## src/rtl/vga_controller.sv

```systemverilog
// 640x480@60 VGA timing generator with a registered colour/sync output stage (optional FRAME_COUNTER_EN frame counter).
// Latency: colPos/rowPos -> RGB/hsync/vsync pins is one clock; frameTick is registered and aligned with (0, V_VISIBLE).
// Backpressure: none; free-running from the pixel clock, only reset stalls it.
module vga_controller #(
  parameter int   H_VISIBLE = 640,
  parameter int   H_FRONT   = 16,
  parameter int   H_SYNC    = 96,
  parameter int   H_BACK    = 48,
  parameter int   V_VISIBLE = 480,
  parameter int   V_FRONT   = 10,
  parameter int   V_SYNC    = 2,
  parameter int   V_BACK    = 33,
  parameter logic SYNC_POL  = 1'b0
) (
  input  logic       clk,
  input  logic       reset,
  output logic [9:0] colPos,
  output logic [9:0] rowPos,
  output logic       on,
  input  logic [5:0] colorIn,
  output logic [1:0] red,
  output logic [1:0] green,
  output logic [1:0] blue,
  output logic       hsync,
  output logic       vsync,
  output logic       frameTick
`ifdef FRAME_COUNTER_EN
  ,
  output logic [15:0] frameCount
`endif
);

  localparam int H_TOTAL = H_VISIBLE + H_FRONT + H_SYNC + H_BACK;
  localparam int V_TOTAL = V_VISIBLE + V_FRONT + V_SYNC + V_BACK;

  localparam logic [9:0] H_LAST   = 10'(H_TOTAL - 1);
  localparam logic [9:0] H_VIS    = 10'(H_VISIBLE);
  localparam logic [9:0] HS_START = 10'(H_VISIBLE + H_FRONT);
  localparam logic [9:0] HS_END   = 10'(H_VISIBLE + H_FRONT + H_SYNC - 1);
  localparam logic [9:0] V_LAST   = 10'(V_TOTAL - 1);
  localparam logic [9:0] V_VIS    = 10'(V_VISIBLE);
  localparam logic [9:0] VS_START = 10'(V_VISIBLE + V_FRONT);
  localparam logic [9:0] VS_END   = 10'(V_VISIBLE + V_FRONT + V_SYNC - 1);
  localparam logic [9:0] V_PRE    = 10'(V_VISIBLE - 1);

  logic [9:0] hCount;
  logic [9:0] vCount;
  logic       hsRaw;
  logic       vsRaw;
  logic       lineEnd;
  logic       tickNext;

  assign colPos   = hCount;
  assign rowPos   = vCount;
  assign on       = (hCount < H_VIS) && (vCount < V_VIS) && !reset;
  assign hsRaw    = (hCount >= HS_START) && (hCount <= HS_END);
  assign vsRaw    = (vCount >= VS_START) && (vCount <= VS_END);
  assign lineEnd  = (hCount == H_LAST);
  // Registered so the pulse lands in the clock whose counters read (0, V_VISIBLE).
  assign tickNext = lineEnd && (vCount == V_PRE);

  always_ff @(posedge clk) begin
    if (reset) begin
      hCount    <= '0;
      vCount    <= '0;
      red       <= '0;
      green     <= '0;
      blue      <= '0;
      hsync     <= ~SYNC_POL;
      vsync     <= ~SYNC_POL;
      frameTick <= 1'b0;
    end else begin
      hCount <= lineEnd ? '0 : hCount + 10'd1;
      if (lineEnd) begin
        vCount <= (vCount == V_LAST) ? '0 : vCount + 10'd1;
      end
      {red, green, blue} <= on ? colorIn : 6'd0;
      hsync     <= hsRaw ? SYNC_POL : ~SYNC_POL;
      vsync     <= vsRaw ? SYNC_POL : ~SYNC_POL;
      frameTick <= tickNext;
    end
  end

`ifdef FRAME_COUNTER_EN
  // Steps on the same edge that raises frameTick; wraps naturally at 16 bits.
  always_ff @(posedge clk) begin
    if (reset) begin
      frameCount <= '0;
    end else if (tickNext) begin
      frameCount <= frameCount + 16'd1;
    end
  end
`endif

endmodule
```

## config.mk

```make
export PLATFORM = sky130hd
export DESIGN_NAME = vga_controller
export DESIGN_NICKNAME = d
export VERILOG_FILES = /design/src/rtl/vga_controller.sv
export SDC_FILE = /design/constraint.sdc
export NUM_CORES = 1
export LEC_CHECK = 0
export BUFFER_PORTS_ARGS = -buffer_cell sky130_fd_sc_hd__buf_2
export CELL_PAD_IN_SITES_DETAIL_PLACEMENT = 0
export CELL_PAD_IN_SITES_GLOBAL_PLACEMENT = 1
export CORE_MARGIN = 2
export CORE_UTILIZATION = 33
export CTS_CLUSTER_DIAMETER = 30
export DETAILED_ROUTE_END_ITERATION = 10
export PLACE_DENSITY_LB_ADDON = 0.08
export SYNTH_ARGS = -nofsm -noshare
export SYNTH_HDL_FRONTEND = slang
export SYNTH_SLANG_ARGS = --single-unit
```

## constraint.sdc

```tcl
create_clock -name clk -period 1.96 [get_ports clk]
set_input_delay 0.49 -clock clk [delete_from_list [all_inputs] [get_ports clk]]
set_output_delay 0.49 -clock clk [all_outputs]
set_load 0.02 [all_outputs]
```

==> results.yml, run 1 <==
outcome:
  status: "completed"
route:
  vias_per_cell: 4.80
  drcViolationCount: 0
  vias: 1190
  wl_per_cell_um: 12.4
  drt_first_pass_iters: 4
  wl_um: 3090
  ant_nets: 0
  drtIter0Drc: 57
global_routing:
  grt_pass1_vias: 1093
  antenna_found_initial: 0
  track_usage: 0.152
  grt_start_max_net_pins: 15
  grt_pass1_wl_um: 5020
  overflow: 0
sta:
  max_freq_mhz: 536
  clock_skew_ps: 7.44
  max_slew_margin: 0.744
  min_period_over_period: 0.952
  worst_pin_slew_ps: 380
  finalSetupViolCount: 0
  min_period_ps: 1870
  hold_violations: 0
  rsz0062_at_grt: "no"
  drv_slew: 0
worst_setup_path:
  end_kind: "flop"
  reg2reg_slack_ps: 90
  required_ps: 2160
  critPathKind: "reg2reg"
  crit_path_start_kind: "flop"
  max_stage_delay_ps: 550
  worstPathMaxFanout: 5
  r2r-end: "rowPos[7]$_SDFFE_PP0P_"
  path_cells: "or3b_4 > or4_4 > or3_1 > a21oi_1"
  reg2reg_depth: 4
  worst_path_max_delay_cell: "or4_4"
  timing.rr.start: "colPos[5]$_SDFF_PP0_"
  worstPathArrival_ps: 2070
clocking:
  cts_made_buffers: 5
  cts-root-buf: "clkbuf_8"
  path_clk_slew_ps: 60
  clkLatencyLatePin_ps: 280
  cts_sinks: 29
  htreeDepth: 2
  ctsHoldBuffers: 0
  cts_tree: "built"
  clockBufferDepth: 2
synth:
  syn_area_mm2: 0.00126
  ys.flop_type: "dfxtp_1"
  avgSynthCellArea_um2: 8.90
  async_reset_ff_frac: 0
  synth-edff-count: 0
  synthesis.instances: 142
  ys_seq_elements: 29
  ys_seq_area_frac: 0.459
  ys_warn_count: 0
  syn_nets: 154
  yosysUniqueCellTypes: 30
layout:
  drive_gt1_frac: 0.365
  final_util: 0.472
  final_common_cell: "buf_2"
  area_growth_syn_to_layout_pct: 36.7
  fillers: 374
  final_cell_mix: "buf_2 (37), dfxtp_1 (23), buf_4 (20)"
  fin_area_mm2: 0.00173
  antenna_cells: 0
  finalNetCount: 211
place:
  hpwl_um: 2310
  dpl-instance-area_mm2: 0.00163
  place_congestion: 0.749
  portBuffers: 37
die:
  core-area_mm2: 0.00366
  die_w_um: 65.9
  num_io_pins: 38
  initial_utilization: 0.345
  fp-row-count: 22
  die_area_mm2: 0.00434
  die_h_um: 65.9
power_and_ir_drop:
  p_sw_frac: 0.230
  irDropWorstVdd_mv: 0.400
  pwr-share-seq: 0.527
  clkPwrFrac: 0.406
  power_density_mw_per_mm2: 666
  p_sw_mw: 0.264
  leakagePower_nw: 0.710
  intPower_mw: 0.886
  p_comb_frac: 0.067
hold_path:
  hold_class: "in2reg"
  min_to: "blue[0]$_SDFF_PP0_"
  whs_path_depth: 2
  worstHoldStart: "colorIn[0]"
job:
  drv_cap: 0
==> through the flow <==
step           total power [mW]  worst slack (ps)  cells  setup TNS [ps]  hold slack [ps]
6_report                   1.15              93.8    248               0              411
4_1_cts                    1.17              4.59    248               0              404
3_5_place_dp              0.697              31.2    240               0              501
3_3_place_gp              0.696              73.0    240               0              502
2_1_floorplan             0.660              -112    142            -609              527
5_1_grt                    1.21              11.4    248               0              414
==> repair_timing <==
item,4_1_cts,5_1_grt
buffers inserted,0,0
setup endpoints to repair,0,7
gates resized for setup,0,6
==> power by group through the flow <==
stage	Clock, mW	Sequential [mW]	Combinational (mW)
5_1_grt	0.514	0.607	0.0864
2_1_floorplan	0	0.637	0.0228
6_report	0.467	0.606	0.0768
3_3_place_gp	0	0.619	0.0772
3_5_place_dp	0	0.619	0.0775
4_1_cts	0.485	0.606	0.0779
==> per-layer routing <==
layer  global-route usage  wire, um  vias to the layer above
li1                     -         -                      612
met1                0.204      1530                      541
met2                0.223      1300                       34
met3               0.0596       226                        3
met4               0.0469        28                        0
met5                    0         0                        -
==> critical path: cells and delay by family (launching register included) <==
family,cells,cell delay (ps)
and+or+nand+nor,3,1300
AOI/OAI and AO/OA,1,160
DFF,1,340
==> registers in the layout, indices dropped and copies added (netlist names) <==
name / cells
frameTick: 1
blue: 2
green: 2
red: 2
colPos: 10
rowPos: 10
hsync: 1
vsync: 1
==> how the worst max path moves through the flow <==
stage | end | from | cells past startpoint
after floorplan | rowPos[8]$_SDFFE_PP0P_ | colPos[5]$_SDFF_PP0_ | 7
after global placement | rowPos[8]$_SDFFE_PP0P_ | colPos[1]$_SDFF_PP0_ | 7
after detailed placement | rowPos[7]$_SDFFE_PP0P_ | colPos[5]$_SDFF_PP0_ | 4
after CTS | rowPos[7]$_SDFFE_PP0P_ | colPos[5]$_SDFF_PP0_ | 4
after global routing | on | colPos[7]$_SDFF_PP0_ | 4
final | rowPos[7]$_SDFFE_PP0P_ | colPos[5]$_SDFF_PP0_ | 4
==> kinds of logic (layout without fill, tap and decap cells) <==
family | after synthesis | count (layout) | synth area share
AND/OR/NAND/NOR | 72 | 72 | 0.318
flip-flops | 29 | 29 | 0.459
buffers and inverters | 13 | 71 | 0.0465
AO/OA/AOI/OAI | 12 | 12 | 0.0535
XOR/XNOR | 12 | 12 | 0.0832
adder cells (fa/ha/maj) | 4 | 4 | 0.0396
==> cells in the mapped netlist, types with 2 or more instances <==
master / n / share of area
dfxtp_1: 29 / 0.46
nand3_1: 11 / 0.044
nor3_1: 10 / 0.040
nand2_1: 9 / 0.027
nor2_1: 9 / 0.027
xnor2_1: 8 / 0.055
a21oi_1: 6 / 0.024
and2_1: 6 / 0.030
inv_1: 6 / 0.018
nand4_1: 6 / 0.030
nor4_1: 5 / 0.025
clkbuf_1: 4 / 0.012
ha_1: 4 / 0.040
or4_1: 4 / 0.024
xor2_1: 4 / 0.028
o21ai_0: 3 / 0.012
or3_1: 3 / 0.015
buf_2: 2 / 0.0079
o31ai_1: 2 / 0.012
==> final cells by class <==
class,instances,area (um^2),area share
flip-flops and latches,29,591,0.342
inverters,6,22.5,0.0130
well taps,48,60.1,0.0348
repair buffers,57,335,0.194
multi-input cells,100,639,0.370
clock buffers,8,80.1,0.0463
Power figures use the tool's default switching activity.
==> inputs of run 2 (changes only) <==
--- a/config.mk
+++ b/config.mk
@@ -13,6 +13,7 @@
 export CTS_CLUSTER_DIAMETER = 30
 export DETAILED_ROUTE_END_ITERATION = 10
 export PLACE_DENSITY_LB_ADDON = 0.08
+export RECOVER_POWER = 100
 export SYNTH_ARGS = -nofsm -noshare
 export SYNTH_HDL_FRONTEND = slang
 export SYNTH_SLANG_ARGS = --single-unit
==> results.yml, run 2 (same netlist as run 1, synthesis figures left out) <==
route:
  drtIter0Drc: 47
  drcViolationCount: 0
  ant_nets: 0
  drt_first_pass_iters: 4
  vias_per_cell: 4.84
  vias: 1201
  wl_um: 3130
  wl_per_cell_um: 12.6
global_routing:
  grt_pass1_vias: 1093
  antenna_found_initial: 0
  grt_pass1_wl_um: 5020
  track_usage: 0.152
  overflow: 0
  grt_start_max_net_pins: 15
layout:
  area_growth_syn_to_layout_pct: 31.7
  fillers: 394
  final_util: 0.455
  antenna_cells: 0
  finalNetCount: 211
  final_cell_mix: "clkbuf_1 (36), dfxtp_1 (23), buf_4 (12)"
  final_common_cell: "clkbuf_1"
  final_cells: 248
  drive_gt1_frac: 0.195
die:
  die_w_um: 65.9
  fp-row-count: 22
  die_h_um: 65.9
  die_area_mm2: 0.00434
  core-area_mm2: 0.00366
  initial_utilization: 0.345
  num_io_pins: 38
worst_setup_path:
  crit_path_start_kind: "flop"
  worstPathArrival_ps: 2060
  critPathKind: "reg2reg"
  timing.rr.start: "colPos[5]$_SDFF_PP0_"
  crit_end: "rowPos[7]$_SDFFE_PP0P_"
  reg2reg_slack_ps: 100
  r2r-end: "rowPos[7]$_SDFFE_PP0P_"
  end_kind: "flop"
  critPathLaunch: "colPos[5]$_SDFF_PP0_"
  reg2reg_depth: 4
  worstPathMaxFanout: 5
  required_ps: 2160
clocking:
  cts-root-buf: "clkbuf_8"
  post_cts_buffers: 0
  clockBufferDepth: 2
  cts_made_buffers: 5
  cts_sinks: 29
  path_clk_slew_ps: 60
  clkLatencyLatePin_ps: 280
  htreeDepth: 2
  cts_tree: "built"
outcome:
  status: "completed"
place:
  hpwl_um: 2310
  dp_cells: 240
  pre_cts_ws_ps: 31.2
  place_congestion: 0.749
  portBuffers: 37
sta:
  max_freq_mhz: 539
  clock_skew_ps: 8.53
  min_period_ps: 1860
  min_period_over_period: 0.947
  finalSetupViolCount: 0
  whs_ps: 411
  timing.final.ws_setup_ps: 103
  setup_tns_ps: 0
  worst_pin_slew_ps: 419
  rsz0062_at_grt: "no"
  hold_violations: 0
  max_slew_margin: 0.718
  drv_slew: 0
power_and_ir_drop:
  leakagePower_nw: 0.581
  irDropWorstVdd_mv: 0.400
  power_density_mw_per_mm2: 689
job:
  drv_cap: 0
hold_path:
  hold_class: "in2reg"
-- run 2: cell types whose count changed in the layout (fill, tap and decap cells not counted), sizes merged --
cell | before | now
buf | 57 | 21
clkbuf | 8 | 44
-- run 2: worst min-delay path by stage --
| stage | startpoint | to | slack [ps] | cells after the start |
|---|---|---|---|---|
| after floorplan | colPos[0]$_SDFF_PP0_ | colPos[0]$_SDFF_PP0_ | 530 | 1 |
| after global placement | rowPos[8]$_SDFFE_PP0P_ | frameTick$_SDFF_PP0_ | 500 | 2 |
| after detailed placement | rowPos[8]$_SDFFE_PP0P_ | frameTick$_SDFF_PP0_ | 500 | 2 |
| after CTS | colorIn[0] | blue[0]$_SDFF_PP0_ | 400 | 2 |
| after global routing | colorIn[4] | red[0]$_SDFF_PP0_ | 410 | 2 |
| final | colorIn[0] | blue[0]$_SDFF_PP0_ | 410 | 2 |
-- run 2: worst max-delay path, cell delays in order (launching register included) --
cell and delay, ps:
dfxtp_4 330, or3b_4 410, or4_4 550, or3_1 330, a21oi_1 160
-- run 2: area by class of cell --
cell class,count,area (um^2),share of cell area
flip-flops and latches,29,591,0.355
repair buffers,57,277,0.166
multi-input cells,100,634,0.381
well taps,48,60.1,0.0361
inverters,6,22.5,0.0135
clock buffers,8,80.1,0.0481
-- run 2: where the power goes --
part | internal (mW) | switching (mW) | leakage (nW) | total, mW
sequential | 0.601 | 0.00573 | 0.239 | 0.607
clock | 0.252 | 0.217 | 0.0395 | 0.469
combinational | 0.0280 | 0.0434 | 0.302 | 0.0714
total | 0.880 | 0.266 | 0.581 | 1.15
-- run 2: stage by stage --
| step | power (mW) | area, um^2 |
|---|---|---|
| finish | 1.15 | 1660 |
| global route | 1.20 | 1660 |
| CTS | 1.17 | 1710 |
| detailed placement | 0.697 | 1630 |
| global placement | 0.696 | 1630 |
| floorplan | 0.660 | 1280 |
-- run 2: what timing repair did --
item / CTS / global route
hold buffers: 0 / 0
resized for setup: 0 / 6
endpoints found under the setup margin: 0 / 7
-- run 2: layer usage --
layer	share of wire	vias up	global-route usage
li1	-	616	-
met1	0.50	547	0.204
met2	0.42	35	0.223
met3	0.078	3	0.0596
met4	0.0089	0	0.0469
met5	0	-	0
==> inputs of run 3 (changes only) <==
--- a/config.mk
+++ b/config.mk
@@ -12,8 +12,9 @@
 export CORE_UTILIZATION = 33
 export CTS_CLUSTER_DIAMETER = 30
 export DETAILED_ROUTE_END_ITERATION = 10
-export PLACE_DENSITY_LB_ADDON = 0.08
+export PLACE_DENSITY = 0.83
 export RECOVER_POWER = 100
+export SLEW_MARGIN = 0
 export SYNTH_ARGS = -nofsm -noshare
 export SYNTH_HDL_FRONTEND = slang
 export SYNTH_SLANG_ARGS = --single-unit
==> constraint.sdc (replaced) <==
create_clock -name clk -period 1.96 [get_ports clk]
set_input_delay 0.49 -clock clk [delete_from_list [all_inputs] [get_ports clk]]
set_output_delay 0.49 -clock clk [all_outputs]
set_load 0.05 [all_outputs]
==> results.yml, run 3 (same netlist as run 1, synthesis figures left out) <==
outcome:
  status: "completed"
sta:
  timing.final.ws_setup_ps: 55.0
  drv_slew: 0
  min_period_over_period: 0.972
  max_slew_margin: 0.596
  whs_ps: 405
  clock_skew_ps: 2.83
  finalSetupViolCount: 0
  setup_tns_ps: 0
  hold_violations: 0
  max_freq_mhz: 525
  rsz0062_at_grt: "no"
  min_period_ps: 1900
  worst_pin_slew_ps: 608
worst_setup_path:
  critPathTopFamily: "simple AND/OR/NAND/NOR gates"
  reg2reg_slack_ps: 60
  r2r-end: "rowPos[6]$_SDFFE_PP0P_"
  required_ps: 2180
  worst_path_max_delay_cell: "or4_1"
  path_cells: "or3b_4 > or3_4 > or4_1 > a21oi_2"
  worstPathMaxFanout: 6
  crit_path_start_kind: "flop"
  end_kind: "flop"
  path_buf_inv: 0
  critPathKind: "reg2reg"
  max_stage_delay_ps: 500
  worstPathArrival_ps: 2120
  reg2reg_depth: 4
  timing.rr.start: "colPos[8]$_SDFF_PP0_"
clocking:
  ctsHoldBuffers: 0
  path_clk_slew_ps: 60
  cts_tree: "built"
  cts_made_buffers: 5
  clkLatencyLatePin_ps: 280
  cts_sinks: 29
  htreeDepth: 2
  clockBufferDepth: 2
  cts-root-buf: "clkbuf_8"
power_and_ir_drop:
  irDropWorstVdd_mv: 0.433
  leakagePower_nw: 0.572
  total_power_mw: 1.24
  power_density_mw_per_mm2: 742
layout:
  antenna_cells: 0
  fillers: 384
  final_util: 0.457
  final_cells: 243
  final_common_cell: "clkbuf_1"
  final_cell_mix: "clkbuf_1 (31), dfxtp_1 (21), nand3_1 (11), buf_4 (11), nor3_1 (10)"
  regArea_um2: 601
  area_growth_syn_to_layout_pct: 32.3
  finalNetCount: 206
  multiInputGateArea_um2: 636
  fin_area_mm2: 0.00167
  drive_gt1_frac: 0.210
die:
  initial_utilization: 0.345
  die_w_um: 65.9
  die_area_mm2: 0.00434
  num_io_pins: 38
  fp-row-count: 22
  core-area_mm2: 0.00366
  die_h_um: 65.9
global_routing:
  grt_pass1_vias: 1130
  overflow: 0
  track_usage: 0.146
  grt_start_max_net_pins: 15
  grt_pass1_wl_um: 4850
  antenna_found_initial: 0
job:
  drv_cap: 0
hold_path:
  worstHoldStart: "colorIn[3]"
  hold_class: "in2reg"
  whs_path_depth: 2
  min_to: "green[1]$_SDFF_PP0_"
place:
  portBuffers: 37
  pre_cts_ws_ps: -8.69
  hpwl_um: 2260
  place_congestion: 0.891
  dpl-instance-area_mm2: 0.00159
  dp_cells: 233
route:
  wl_um: 3050
  vias: 1220
  drtIter0Drc: 36
  drt_first_pass_iters: 4
  ant_nets: 0
  wl_per_cell_um: 12.5
  drcViolationCount: 0
  vias_per_cell: 5.02
-- run 3: cell count changes in the layout (fill, tap and decap cells not counted), sizes merged --
cell	before	now
clkbuf	44	39
buf	21	20
clkinv	0	1
-- run 3: how the worst max path moves through the flow --
stage	startpoint	endpoint	cells past startpoint
6_report	colPos[8]$_SDFF_PP0_	rowPos[6]$_SDFFE_PP0P_	4
4_1_cts	colPos[0]$_SDFF_PP0_	rowPos[6]$_SDFFE_PP0P_	5
2_1_floorplan	colPos[5]$_SDFF_PP0_	rowPos[6]$_SDFFE_PP0P_	7
5_1_grt	colPos[8]$_SDFF_PP0_	rowPos[6]$_SDFFE_PP0P_	4
3_3_place_gp	colPos[0]$_SDFF_PP0_	rowPos[6]$_SDFFE_PP0P_	5
3_5_place_dp	colPos[0]$_SDFF_PP0_	rowPos[6]$_SDFFE_PP0P_	5
-- run 3: worst reg2reg max path: cells and delay by family, from the launching register on --
family             cells  cell delay, ps
AOI/OAI and AO/OA      1             120
DFF                    1             370
and+or+nand+nor        3            1350
-- run 3: layout make-up --
cell class / count / area share
Clock inverter: 1 / 0.00299
Timing Repair Buffer: 52 / 0.150
Sequential cell: 29 / 0.359
Tap cell: 48 / 0.0359
Inverter: 6 / 0.0135
Clock buffer: 7 / 0.0576
Multi-Input combinational cell: 100 / 0.380
-- run 3: metal layers --
| layer | track usage | part of all wire | vias up |
|---|---|---|---|
| li1 | - | - | 605 |
| met1 | 0.174 | 0.43 | 565 |
| met5 | 0 | 0 | - |
| met3 | 0.0528 | 0.060 | 9 |
| met2 | 0.232 | 0.48 | 41 |
| met4 | 0.0703 | 0.027 | 0 |
-- run 3: timing repair --
item | CTS | global route
setup buffers | 0 | 2
gates resized for setup | 1 | 3
endpoints found under the setup margin | 2 | 4
pin swaps | 0 | 2
cloned | 0 | 0
-- run 3: report_power, final --
group / internal [mW] / leakage [nW] / switching (mW)
Sequential: 0.599 / 0.241 / 0.00893
Clock: 0.317 / 0.0542 / 0.222
Combinational: 0.0247 / 0.277 / 0.0688
Total: 0.940 / 0.572 / 0.300
